### config.mk
export PLATFORM = sky130hd
export DESIGN_NAME = sma_channel_sched
export DESIGN_NICKNAME = d
export VERILOG_FILES = /design/src/rtl/sma_sched_pkg.sv /design/src/rtl/sma_rr_arbiter.sv /design/src/rtl/sma_channel_sched.sv
export SDC_FILE = /design/constraint.sdc
export NUM_CORES = 1
export LEC_CHECK = 0
export CORE_ASPECT_RATIO = 1.4
export CORE_MARGIN = 2
export CORE_UTILIZATION = 30
export DETAILED_ROUTE_END_ITERATION = 6
export GPL_TIMING_DRIVEN = 0
export PLACE_DENSITY = 0.47
export SLEW_MARGIN = 0
export SYNTH_ARGS = -nofsm -noshare
export SYNTH_HDL_FRONTEND = slang
export SYNTH_SLANG_ARGS = --single-unit
### constraint.sdc
create_clock -name clk -period 5.3 [get_ports clk]
set_input_delay 0.795 -clock clk [delete_from_list [all_inputs] [get_ports clk]]
set_output_delay 0.795 -clock clk [all_outputs]
set_load 0.005 [all_outputs]
### src/rtl/sma_sched_pkg.sv
// Shared types and width helpers for the moving-average channel scheduler.
//   state_e     : FSM states (S_IDLE, S_CALC, S_OUT)
//   log2_taps() : shift amount for the averaging divide
//   acc_width() : accumulator width, DATA_W + log2(TAPS)
//   chan_width(): width of a channel index
package sma_sched_pkg;

   typedef enum logic [1:0] {
      S_IDLE,
      S_CALC,
      S_OUT
   } state_e;

   function automatic int log2_taps(input int taps);
      return $clog2(taps);
   endfunction

   function automatic int acc_width(input int data_w, input int taps);
      return data_w + $clog2(taps);
   endfunction

   function automatic int chan_width(input int channels);
      return (channels > 1) ? $clog2(channels) : 1;
   endfunction

endpackage

### src/rtl/sma_rr_arbiter.sv
// Combinational round-robin arbiter. The search starts one past ptr and
// wraps, so the channel named by ptr has the lowest priority.
//   req    in  CHANNELS   request vector
//   ptr    in  CH_W       last granted channel
//   enable in  1          grant only when high
//   grant  out CHANNELS   one-hot grant (all zero when none)
//   idx    out CH_W       index of the granted channel
module sma_rr_arbiter
   import sma_sched_pkg::*;
#(
   parameter int CHANNELS = 4,
   parameter int CH_W     = chan_width(CHANNELS)
) (
   input  logic [CHANNELS-1:0] req,
   input  logic [CH_W-1:0]     ptr,
   input  logic                enable,
   output logic [CHANNELS-1:0] grant,
   output logic [CH_W-1:0]     idx
);

   logic            found;
   logic [CH_W-1:0] c;

   always_comb begin
      grant = '0;
      idx   = '0;
      found = 1'b0;
      c     = '0;
      for (int k = 1; k <= CHANNELS; k++) begin
         c = CH_W'((int'(ptr) + k) % CHANNELS);
         if (enable && !found && req[c]) begin
            found    = 1'b1;
            grant[c] = 1'b1;
            idx      = c;
         end
      end
   end

endmodule

### src/rtl/sma_channel_sched.sv
// Time-multiplexed simple-moving-average over CHANNELS sample streams.
// Each channel owns a tap history and a running accumulator; a single
// datapath serves the granted channel per transaction.
//   clk, rst      clock; synchronous active-low reset
//   req_valid/req_data/req_ready   per-channel sample handshake (ready is one-hot, combinational)
//   out_valid/out_data/out_chan/out_ready  result handshake
//   busy          FSM not idle
//   flush         per-channel history clear (only with SMA_SCHED_FLUSH_EN defined)
//
// state  | meaning
// S_IDLE | arbitrate, capture granted sample
// S_CALC | update accumulator/history, register result
// S_OUT  | hold result until out_ready
module sma_channel_sched
   import sma_sched_pkg::*;
#(
   parameter int CHANNELS = 4,
   parameter int DATA_W   = 16,
   parameter int TAPS     = 4
) (
   input  logic                         clk,
   input  logic                         rst,
`ifdef SMA_SCHED_FLUSH_EN
   input  logic [CHANNELS-1:0]          flush,
`endif
   input  logic [CHANNELS-1:0]          req_valid,
   input  logic [CHANNELS*DATA_W-1:0]   req_data,
   output logic [CHANNELS-1:0]          req_ready,
   output logic                         out_valid,
   output logic [DATA_W-1:0]            out_data,
   output logic [chan_width(CHANNELS)-1:0] out_chan,
   input  logic                         out_ready,
   output logic                         busy
);

   localparam int LOG2_TAPS = log2_taps(TAPS);
   localparam int ACC_W     = acc_width(DATA_W, TAPS);
   localparam int CH_W      = chan_width(CHANNELS);

   state_e                    state_q, state_d;
   logic [CH_W-1:0]           ptr_q, ptr_d;
   logic [CH_W-1:0]           gnt_q, gnt_d;
   logic [DATA_W-1:0]         x_q, x_d;
   logic [DATA_W-1:0]         hist_q [CHANNELS][TAPS];
   logic [DATA_W-1:0]         hist_d [CHANNELS][TAPS];
   logic signed [ACC_W-1:0]   acc_q [CHANNELS];
   logic signed [ACC_W-1:0]   acc_d [CHANNELS];
   logic                      out_valid_q, out_valid_d;
   logic [DATA_W-1:0]         out_data_q, out_data_d;
   logic [CH_W-1:0]           out_chan_q, out_chan_d;

   logic [DATA_W-1:0]         req_arr [CHANNELS];
   logic [CHANNELS-1:0]       arb_grant;
   logic [CH_W-1:0]           arb_idx;
   logic [DATA_W-1:0]         oldest;
   logic signed [ACC_W-1:0]   acc_new;

   always_comb begin
      for (int i = 0; i < CHANNELS; i++) begin
         req_arr[i] = req_data[i*DATA_W +: DATA_W];
      end
   end

   sma_rr_arbiter #(
      .CHANNELS (CHANNELS),
      .CH_W     (CH_W)
   ) u_arb (
      .req    (req_valid),
      .ptr    (ptr_q),
      .enable (state_q == S_IDLE),
      .grant  (arb_grant),
      .idx    (arb_idx)
   );

   assign req_ready = arb_grant;
   assign oldest    = hist_q[gnt_q][TAPS-1];

   always_comb begin
      state_d     = state_q;
      ptr_d       = ptr_q;
      gnt_d       = gnt_q;
      x_d         = x_q;
      hist_d      = hist_q;
      acc_d       = acc_q;
      out_valid_d = out_valid_q;
      out_data_d  = out_data_q;
      out_chan_d  = out_chan_q;
      acc_new     = '0;

      case (state_q)
         S_IDLE: begin
            if (|arb_grant) begin
               x_d     = req_arr[arb_idx];
               gnt_d   = arb_idx;
               ptr_d   = arb_idx;
               state_d = S_CALC;
            end
         end
         S_CALC: begin
            // Sign-extend both taps to accumulator width before the update.
            acc_new = acc_q[gnt_q]
                      - {{LOG2_TAPS{oldest[DATA_W-1]}}, oldest}
                      + {{LOG2_TAPS{x_q[DATA_W-1]}}, x_q};
            hist_d[gnt_q][0] = x_q;
            for (int k = 1; k < TAPS; k++) begin
               hist_d[gnt_q][k] = hist_q[gnt_q][k-1];
            end
            acc_d[gnt_q] = acc_new;
            // Arithmetic shift floors toward -inf; magnitude bound makes truncation safe.
            out_data_d  = DATA_W'(acc_new >>> LOG2_TAPS);
            out_chan_d  = gnt_q;
            out_valid_d = 1'b1;
            state_d     = S_OUT;
         end
         S_OUT: begin
            if (out_ready) begin
               out_valid_d = 1'b0;
               state_d     = S_IDLE;
            end
         end
         default: state_d = S_IDLE;
      endcase

`ifdef SMA_SCHED_FLUSH_EN
      // Applied last so a flush overrides a same-cycle writeback.
      for (int i = 0; i < CHANNELS; i++) begin
         if (flush[i]) begin
            acc_d[i] = '0;
            for (int k = 0; k < TAPS; k++) begin
               hist_d[i][k] = '0;
            end
         end
      end
`endif
   end

   always_ff @(posedge clk) begin
      if (!rst) begin
         state_q     <= S_IDLE;
         ptr_q       <= CH_W'(CHANNELS-1);
         gnt_q       <= '0;
         x_q         <= '0;
         hist_q      <= '{default: '0};
         acc_q       <= '{default: '0};
         out_valid_q <= 1'b0;
         out_data_q  <= '0;
         out_chan_q  <= '0;
      end else begin
         state_q     <= state_d;
         ptr_q       <= ptr_d;
         gnt_q       <= gnt_d;
         x_q         <= x_d;
         hist_q      <= hist_d;
         acc_q       <= acc_d;
         out_valid_q <= out_valid_d;
         out_data_q  <= out_data_d;
         out_chan_q  <= out_chan_d;
      end
   end

   assign out_valid = out_valid_q;
   assign out_data  = out_data_q;
   assign out_chan  = out_chan_q;
   assign busy      = (state_q != S_IDLE);

endmodule
==> results of run 1 <==
## sequential cells by signal (all words and copies together) (netlist names)
signal,flops
acc_q,72
gnt_q,2
hist_q,256
out_chan,2
out_data,16
out_valid,1
ptr_q,2
state_q,2
x_q,16
## worst paths after layout
check                                  from      endpoint  depth (start not counted)
worst max-delay path               gnt_q[1]  out_data[14]                         15
worst min-delay path            hist_q[118]   hist_q[102]                          2
worst max register to register     gnt_q[1]  out_data[14]                         15
worst min register to register  hist_q[118]   hist_q[102]                          2
## cell families after synthesis
group	count (synthesis)	synth area share, %
AOI/OAI and AO/OA	419	19.2
buffers and inverters	199	4.76
adders and majority gates	43	4.08
DFF	369	45.2
muxes	62	7.98
and+or+nand+nor	730	18.1
xor gates and xnor gates	13	0.697
## worst reg2reg max path, delay by kind of cell, from the launching register on
kind	cells	cell delay, ps
AOI/OAI and AO/OA	6	1340
adders and majority gates	2	930
buffers and inverters	4	1150
DFF	1	500
muxes	1	350
and+or+nand+nor	2	530
## synth_stat cells, types with 2 or more instances
cell type                  count
sky130_fd_sc_hd__o211ai_1      2
sky130_fd_sc_hd__ha_1         26
sky130_fd_sc_hd__nor2_1        6
sky130_fd_sc_hd__and2_1       19
sky130_fd_sc_hd__o31ai_1       6
sky130_fd_sc_hd__nor3_1        5
sky130_fd_sc_hd__fa_1         17
sky130_fd_sc_hd__a21o_1        7
sky130_fd_sc_hd__mux4_2       43
sky130_fd_sc_hd__nand3_1      33
sky130_fd_sc_hd__and3_1        3
sky130_fd_sc_hd__a22oi_1       2
sky130_fd_sc_hd__dfxtp_1     369
sky130_fd_sc_hd__a21oi_1      17
sky130_fd_sc_hd__mux4_1        8
sky130_fd_sc_hd__clkbuf_1    112
sky130_fd_sc_hd__o21a_1        2
sky130_fd_sc_hd__nor2b_1      12
sky130_fd_sc_hd__a221o_2       4
sky130_fd_sc_hd__o211a_1      11
sky130_fd_sc_hd__or2b_2        2
sky130_fd_sc_hd__xnor2_1       7
sky130_fd_sc_hd__a22o_1       16
sky130_fd_sc_hd__mux2i_1       8
sky130_fd_sc_hd__nand2_1     631
sky130_fd_sc_hd__o21ai_0      42
sky130_fd_sc_hd__xor2_1        6
sky130_fd_sc_hd__inv_1        66
sky130_fd_sc_hd__nand2b_1      3
sky130_fd_sc_hd__a21boi_0    292
sky130_fd_sc_hd__buf_2         3
sky130_fd_sc_hd__a32o_1        4
sky130_fd_sc_hd__buf_6         3
sky130_fd_sc_hd__or3_1         3
sky130_fd_sc_hd__nor3b_1       3
sky130_fd_sc_hd__mux2_2        2
sky130_fd_sc_hd__a31oi_1       2
sky130_fd_sc_hd__nand4_1       3
sky130_fd_sc_hd__buf_1        13
## layout make-up
type	count	area (um^2)	share of cell area (%)
Multi-Input combinational cell	1267	8170	42.1
Sequential cell	369	7390	38.1
Clock buffer	56	1140	5.87
Timing Repair Buffer	93	931	4.80
Tap cell	721	902	4.65
Buffer	131	543	2.80
Inverter	67	251	1.30
Clock inverter	10	85.1	0.438
Antenna cell	1	2.50	0.0129
## power breakdown
| group | switching, mW | internal, mW |
|---|---|---|
| logic | 2.70 | 1.65 |
| registers | 0.306 | 2.99 |
| clock network | 1.15 | 1.54 |
## per-stage QoR
step	hold WS [ps]	area [um^2]
global route	479	19400
floorplan	438	16300
CTS	465	19400
finish	456	19400
detailed placement	456	18200
global placement	446	18200
## metal layers
metal	track usage, %	vias to the layer above	part of all wire [%]
met5	0	-	0.035
met4	8.79	2	4.5
met3	2.73	91	3.6
met2	34.2	272	51
met1	20.9	6106	41
li1	-	6404	-
## timing repair
| item | 4_1_cts | 5_1_grt |
|---|---|---|
| endpoints found under the hold margin | 0 | 0 |
| setup buffers | 0 | 0 |
| gates resized for setup | 9 | 12 |
| endpoints found under the setup margin | 58 | 20 |
==> results summary, run 1 <==
The clock passes through at most 3 buffers. The floorplan die area came out at between 0.05 and 0.06 mm^2. The largest net degree at the start of global routing came out at 20. The layout-stage area growth over the synthesis result is 18.9%.

The count of warnings emitted by yosys is 0. The region available for standard cell placement spans 0.0541 mm^2. The final RePlAce weighted congestion is 0.825. The arrival time reported for the critical path endpoint is 5350 ps. The reg-to-reg setup timing slack came out at 350 ps. Across all setup checks in the final design, the least slack found is 354 ps. The part of the cycle the worst path needs is 93.3%.

The combined buffer and inverter count along the critical path is 4. In this run the power density over the cells is around 530 mW/mm^2. The run finished with clean final reports. The first global-routing pass estimated ~80,000 um of wire. The number of clock buffers added by TritonCTS is 38.

The initial cell density of the core came out at 30.2%. At the worst endpoint, the required time is 5700 ps. Of all nets on the critical path, the largest fanout is 10. The buffer cell driving the clock tree root is sky130_fd_sc_hd__clkbuf_16. The top cell type by area accounts for a little under half of the synthesized area.

The mean routed wirelength per cell is about 19 um. The floorplan has 101 rows. The top cell types in the final layout, fill and taps aside, are sky130_fd_sc_hd__nand2_1, sky130_fd_sc_hd__dfxtp_1, sky130_fd_sc_hd__a21boi_0. Port buffering added 93 buffers. The total count of max-transition violations in the final report came out at 0. The clock sink total came out at 369. The prevailing post-synth register cell is sky130_fd_sc_hd__dfxtp_1. The final setup TNS came out at 0 ps. The number of search-and-repair iterations in the first detailed-routing pass is 4. The die outline width is ~200 um. The count of hold-fix buffers inserted at cts came out at 0. The synthesis-stage register bit count came out at roughly 370. The min-delay analysis places its worst path in the category reg2reg. The starting DRC count in detailed routing is 685.

Max-cap violations in this run came to 0. The mean area per synthesized cell came out at 8.90 um^2. The final number of hold-violating endpoints came out at 0. STA classifies the critical path startpoint as a flip-flop.

The final setup violation count came out at 0. The final critical path time including I/O delays and setup is 4950 ps. The actual transition at the worst max-transition pin is 1010 ps. The ratio of routed vias to standard cells came out at 4.74.

The total half-perimeter wirelength after legalization and detailed placement is 40,200 um. The number of placed instances, taps included, is 2,649. Leaving out fill and tap cells, the most frequent cell in the layout is sky130_fd_sc_hd__nand2_1.

The overall routed net length is 52,100 um. The cell count after synthesis came out at 1,835. The post-route non-filler standard cell count is 2,715. The critical path in this run is classified as reg2reg. The number of enable-type register cells in the synthesized netlist came out at 0. For this run, design rule violations remaining after detail routing come to 0. IR analysis of the VDD net gives a maximum drop of 260 uV. The clock tree skew after final layout came out at 9.12 ps. For this run, the share of the core covered by cells in the final layout is 35.9%. The maximum clock frequency came out at 202 MHz.

The latest clock arrival within the worst-skew pair came out at about 540 ps. The headroom to the max-slew limit came out at 33.0%. The delay contributed by the slowest stage of the critical path came out at 500 ps.

Traced cell by cell, the critical path runs through clkbuf_4 -> buf_2 -> clkbuf_4 -> mux4_2 -> inv_1 -> fa_1 -> fa_1 -> nor2b_1 -> o21ai_0 -> a21o_1 -> a31o_2 -> o211ai_1 -> a2111oi_0 -> nor3b_2 -> o21ai_0. The register area share after synthesis is a little under half. By area the synthesized netlist is led by sky130_fd_sc_hd__dfxtp_1, sky130_fd_sc_hd__nand2_1, sky130_fd_sc_hd__a21boi_0.

The initial antenna violation count is 1. The clock edge transition at the registers on the reported setup and hold paths came out at 60 ps. The count of fill cells added during filler insertion came out at slightly below 6,000. Prior to clock tree synthesis, the placed netlist has a worst setup slack of -1030 ps. The detail route stage leaves a number of antenna-violating nets equal to 0.

In this run the static leakage power is 6.62 nW. STA classifies the critical path endpoint as a flip-flop. The cell type with the largest total area after synthesis is sky130_fd_sc_hd__dfxtp_1. The total overflow reported by the global router came out at 0. The total vias in the final route came out at 12,900. The H-tree depth came out at 2. The number of top-level design ports came out at 95. The floorplan die height came out at 280 um. The post-route netlist has 6.72% of its cells at a drive strength greater than 1. TritonCTS built the clock tree. For this design, the slowest cell found on the critical path is sky130_fd_sc_hd__dfxtp_1. The global-route total usage across every layer came out at 18.5%. The layout net count is roughly 2,100. The number of different library cells in the post-synthesis netlist is 61.

In the synthesized netlist the async set-or-reset flop fraction comes to 0%. Among cell families on the critical path, the largest total delay comes from compound AO/OA/AOI/OAI gates. Setup repair after global routing could not meet its margin everywhere. The synthesized area is approximately 0.016 mm^2. The number of nets in the synthesized netlist is 1,949. Power comes to just over 10 mW. The number of global-route vias before repair is between 10,000 and 15,000.
Note: power is estimated with default switching activity, not from simulation.
==> inputs of run 2 (changes only) <==
--- a/config.mk
+++ b/config.mk
@@ -5,6 +5,7 @@
 export SDC_FILE = /design/constraint.sdc
 export NUM_CORES = 1
 export LEC_CHECK = 0
+export CAP_MARGIN = 20
 export CORE_ASPECT_RATIO = 1.4
 export CORE_MARGIN = 2
 export CORE_UTILIZATION = 30
@@ -15,3 +16,4 @@
 export SYNTH_ARGS = -nofsm -noshare
 export SYNTH_HDL_FRONTEND = slang
 export SYNTH_SLANG_ARGS = --single-unit
+export TNS_END_PERCENT = 100
==> run 2 against run 1 <==
  * Die area unchanged
  * Cell area up 0.45%
  * Cell count barely moved
  * Largest power group unchanged
  * Highest routed layer is now met4
==> results summary, run 2 (synthesis results as in run 1) <==
The global-route wire length before repair came to 79,400 um (was 78,600 um). The post-route cell area came out at 0.0195 mm^2 (was 0.0194 mm^2). The final critical-path setup slack is 319 ps (was 354 ps). The buffer cell driving the clock tree root is sky130_fd_sc_hd__clkbuf_16 (unchanged).

The maximum clock frequency is 201 MHz (was 202 MHz). The initial cell density of the core came to 30.2% (unchanged). The switching power of the nets is 4.16 mW (about the same).

The kind of path behind the tightest hold check is reg2reg (unchanged). The share of layout cells above drive strength 1 is 6.86% (was 6.72%). The total vias in the final route was 12,800 (was 12,900).

The final number of hold-violating endpoints is 0 (unchanged). The number of search-and-repair iterations in the first detailed-routing pass came to 5 (was 4). The type of the setup path with the least slack is reg2reg (unchanged). The remaining design rule violation count came out at 0 (unchanged). The leakage power figure is 6.66 nW (was 6.62 nW). The layout-stage area growth over the synthesis result came to 19.4% (was 18.9%). The final RePlAce weighted congestion is 0.825 (unchanged).

The final setup violation count is 0 (unchanged). The die outline width came out at 201 um (unchanged). The power density over the cells is 538 mW/mm^2 (was 533 mW/mm^2). The clock edge transition at the registers on the reported setup and hold paths came out at 60 ps (about the same). The floorplan die area was 0.0563 mm^2 (unchanged).

The switching share of power was 39.6% (was 40.2%). The logic depth of the worst setup path including buffers is 16 (was 15). The number of max-cap violations came out at 0 (unchanged). The worst hold path cell count was 2 (unchanged). The kind of end point of the critical path is a flip-flop (unchanged). The largest net degree at the start of global routing was 20 (unchanged).

The worst path required time is 5690 ps (was 5700 ps). The count of antenna diodes in the layout came out at 0 (was 1). The number of core rows is 101 (unchanged). The number of global-route vias before repair is 13,000 (was 12,900). The TritonCTS buffer count came to 38 (unchanged). The combinational power share came to 41.9% (was 42.1%). Worst path cell trace: clkbuf_4 -> buf_2 -> clkbuf_4 -> mux4_2 -> inv_1 -> fa_1 -> inv_1 -> ha_1 -> a21oi_1 -> o21ai_0 -> nand4b_1 -> o211a_1 -> or3_1 -> a21oi_1 -> xnor2_1 -> o21ai_0 (was clkbuf_4 -> buf_2 -> clkbuf_4 -> mux4_2 -> inv_1 -> fa_1 -> fa_1 -> nor2b_1 -> o21ai_0 -> a21o_1 -> a31o_2 -> o211ai_1 -> a2111oi_0 -> nor3b_2 -> o21ai_0). The TritonCTS clock tree is built (unchanged). The placement-stage worst setup slack is -1050 ps (was -1030 ps). The maximum clock path buffer count is 3 (unchanged).

The part of the power in registers was 31.4% (was 31.9%). The maximum vdd ir drop was 255 uV (was 260 uV). The arrival time reported for the critical path endpoint is 5380 ps (was 5350 ps).

The actual transition at the worst max-transition pin is 984 ps (was 1010 ps). The flip-flop count of the largest register after layout is 256 (unchanged). The combined buffer and inverter count along the critical path came out at 5 (was 4). Leading cell types in the layout, fill and taps excluded: sky130_fd_sc_hd__nand2_1, sky130_fd_sc_hd__dfxtp_1, sky130_fd_sc_hd__a21boi_0 (unchanged). The clock tree skew after final layout came to 12.7 ps (was 9.12 ps).

The cell internal power dissipation is 6.34 mW (was 6.18 mW). The delay contributed by the slowest stage of the critical path came out at 520 ps (was 500 ps). The cell area reported after detailed placement came to 0.0182 mm^2 (about the same). The clock network fraction of design power came out at 26.7% (was 26.0%). The initial antenna violation count is 0 (was 1). The overall routed net length is 51,900 um (was 52,100 um). The total half-perimeter wirelength after legalization and detailed placement was 40,100 um (was 40,200 um). The number of top-level design ports came out at 95 (unchanged). The part of the cycle the worst path needs is 94.0% (was 93.3%). Largest registers in the final layout: hist_q x256, acc_q x72 (unchanged). The most common library cell in the layout ignoring fill and taps was sky130_fd_sc_hd__nand2_1 (unchanged).

The H-tree depth came out at 2 (unchanged). The kind of start point of the critical path is a flip-flop (unchanged). The clock sink total came out at 369 (unchanged). The latest clock arrival within the worst-skew pair is 540 ps (about the same). The layout net count is 2,083 (was 2,081). The area inside the core boundary is 0.0541 mm^2 (unchanged).

The total overflow reported by the global router is 0 (unchanged). The register with the most flip-flops is hist_q (unchanged). The starting DRC count in detailed routing came out at 625 (was 685). The headroom to the max-slew limit came out at 34.4% (was 33.0%). The mean routed wirelength per cell is 19.1 um (was 19.2 um).

The final critical path time including I/O delays and setup was 4980 ps (was 4950 ps). The total count of max-transition violations in the final report came out at 0 (unchanged). The worst reg2reg path depth came out at 16 (was 15). The global-route total usage across every layer is 18.5% (about the same). The floorplan die height came out at 280 um (unchanged). The largest fanout on the critical path is 10 (unchanged). The cell at the slowest stage of the critical path is sky130_fd_sc_hd__dfxtp_1 (unchanged). Unrepaired setup endpoints after global routing: no (was yes). Status: finished clean (unchanged).

The count of input and output buffers is 93 (unchanged). The count of antenna-violating nets left after detailed routing is 0 (unchanged). The ratio of routed vias to standard cells is 4.72 (was 4.74). The top cell family by delay on the critical path is buffers and inverters (was compound AO/OA/AOI/OAI gates). The count of fill cells added during filler insertion came out at 5,735 (was 5,785).
run 2: per-stage QoR:
step / hold WS (ps) / std cells / setup TNS (ps) / power (mW) / utilization (%)
2_1_floorplan: 438 / 1835 / 0 / 6.12 / -
3_3_place_gp: 446 / 2649 / -24410 / 7.69 / 33.6
3_5_place_dp: 456 / 2650 / -24530 / 7.73 / 33.6
4_1_cts: 465 / 2716 / 0 / 10.6 / 36.0
5_1_grt: 479 / 2717 / 0 / 11.1 / 36.1
6_report: 456 / 2717 / 0 / 10.5 / 36.1
run 2: layer usage:
layer  part of all wire, %  up-vias  global-route usage, %
li1                      -     6409                      -
met1                    42     6123                   21.2
met2                    52      230                   35.1
met3                   3.1       73                   2.15
met4                   3.7        0                   6.98
met5                     0        -                      0
run 2: worst paths after layout:
check | startpoint | to | slack, ps
max | gnt_q[1] | out_data[15] | 320
min | hist_q[118] | hist_q[102] | 460
max reg2reg | gnt_q[1] | out_data[15] | 320
min reg2reg | hist_q[118] | hist_q[102] | 460
run 2: tightest hold or removal path, stage by stage (launching register included):
cell	delay [ps]
sky130_fd_sc_hd__dfxtp_1	310
sky130_fd_sc_hd__nand2_1	50
sky130_fd_sc_hd__a21boi_0	60
run 2: final cells by class:
type                       count  area, um^2  share of cell area, %
clock inverter                11         133                  0.680
clock buffer                  56        1160                   5.96
sequential                   369        7390                   37.9
buffer                       131         541                   2.77
multi-input combinational   1267        8170                   41.9
timing repair buffer          95         953                   4.89
tap                          721         902                   4.63
inverter                      67         251                   1.29
run 2: what timing repair did:
action / 4_1_cts / 5_1_grt
endpoints found under the setup margin: 59 / 20
pin swaps: 0 / 1
buffers inserted: 0 / 1
gates resized for setup: 10 / 11
hold buffers: 0 / 0
run 2: power groups by stage:
stage | Combinational, mW | Clock [mW] | Sequential, mW
2_1_floorplan | 2.93 | 0 | 3.18
3_3_place_gp | 4.33 | 0 | 3.36
3_5_place_dp | 4.36 | 0 | 3.37
4_1_cts | 4.40 | 2.88 | 3.30
5_1_grt | 4.81 | 2.98 | 3.32
6_report | 4.40 | 2.80 | 3.29
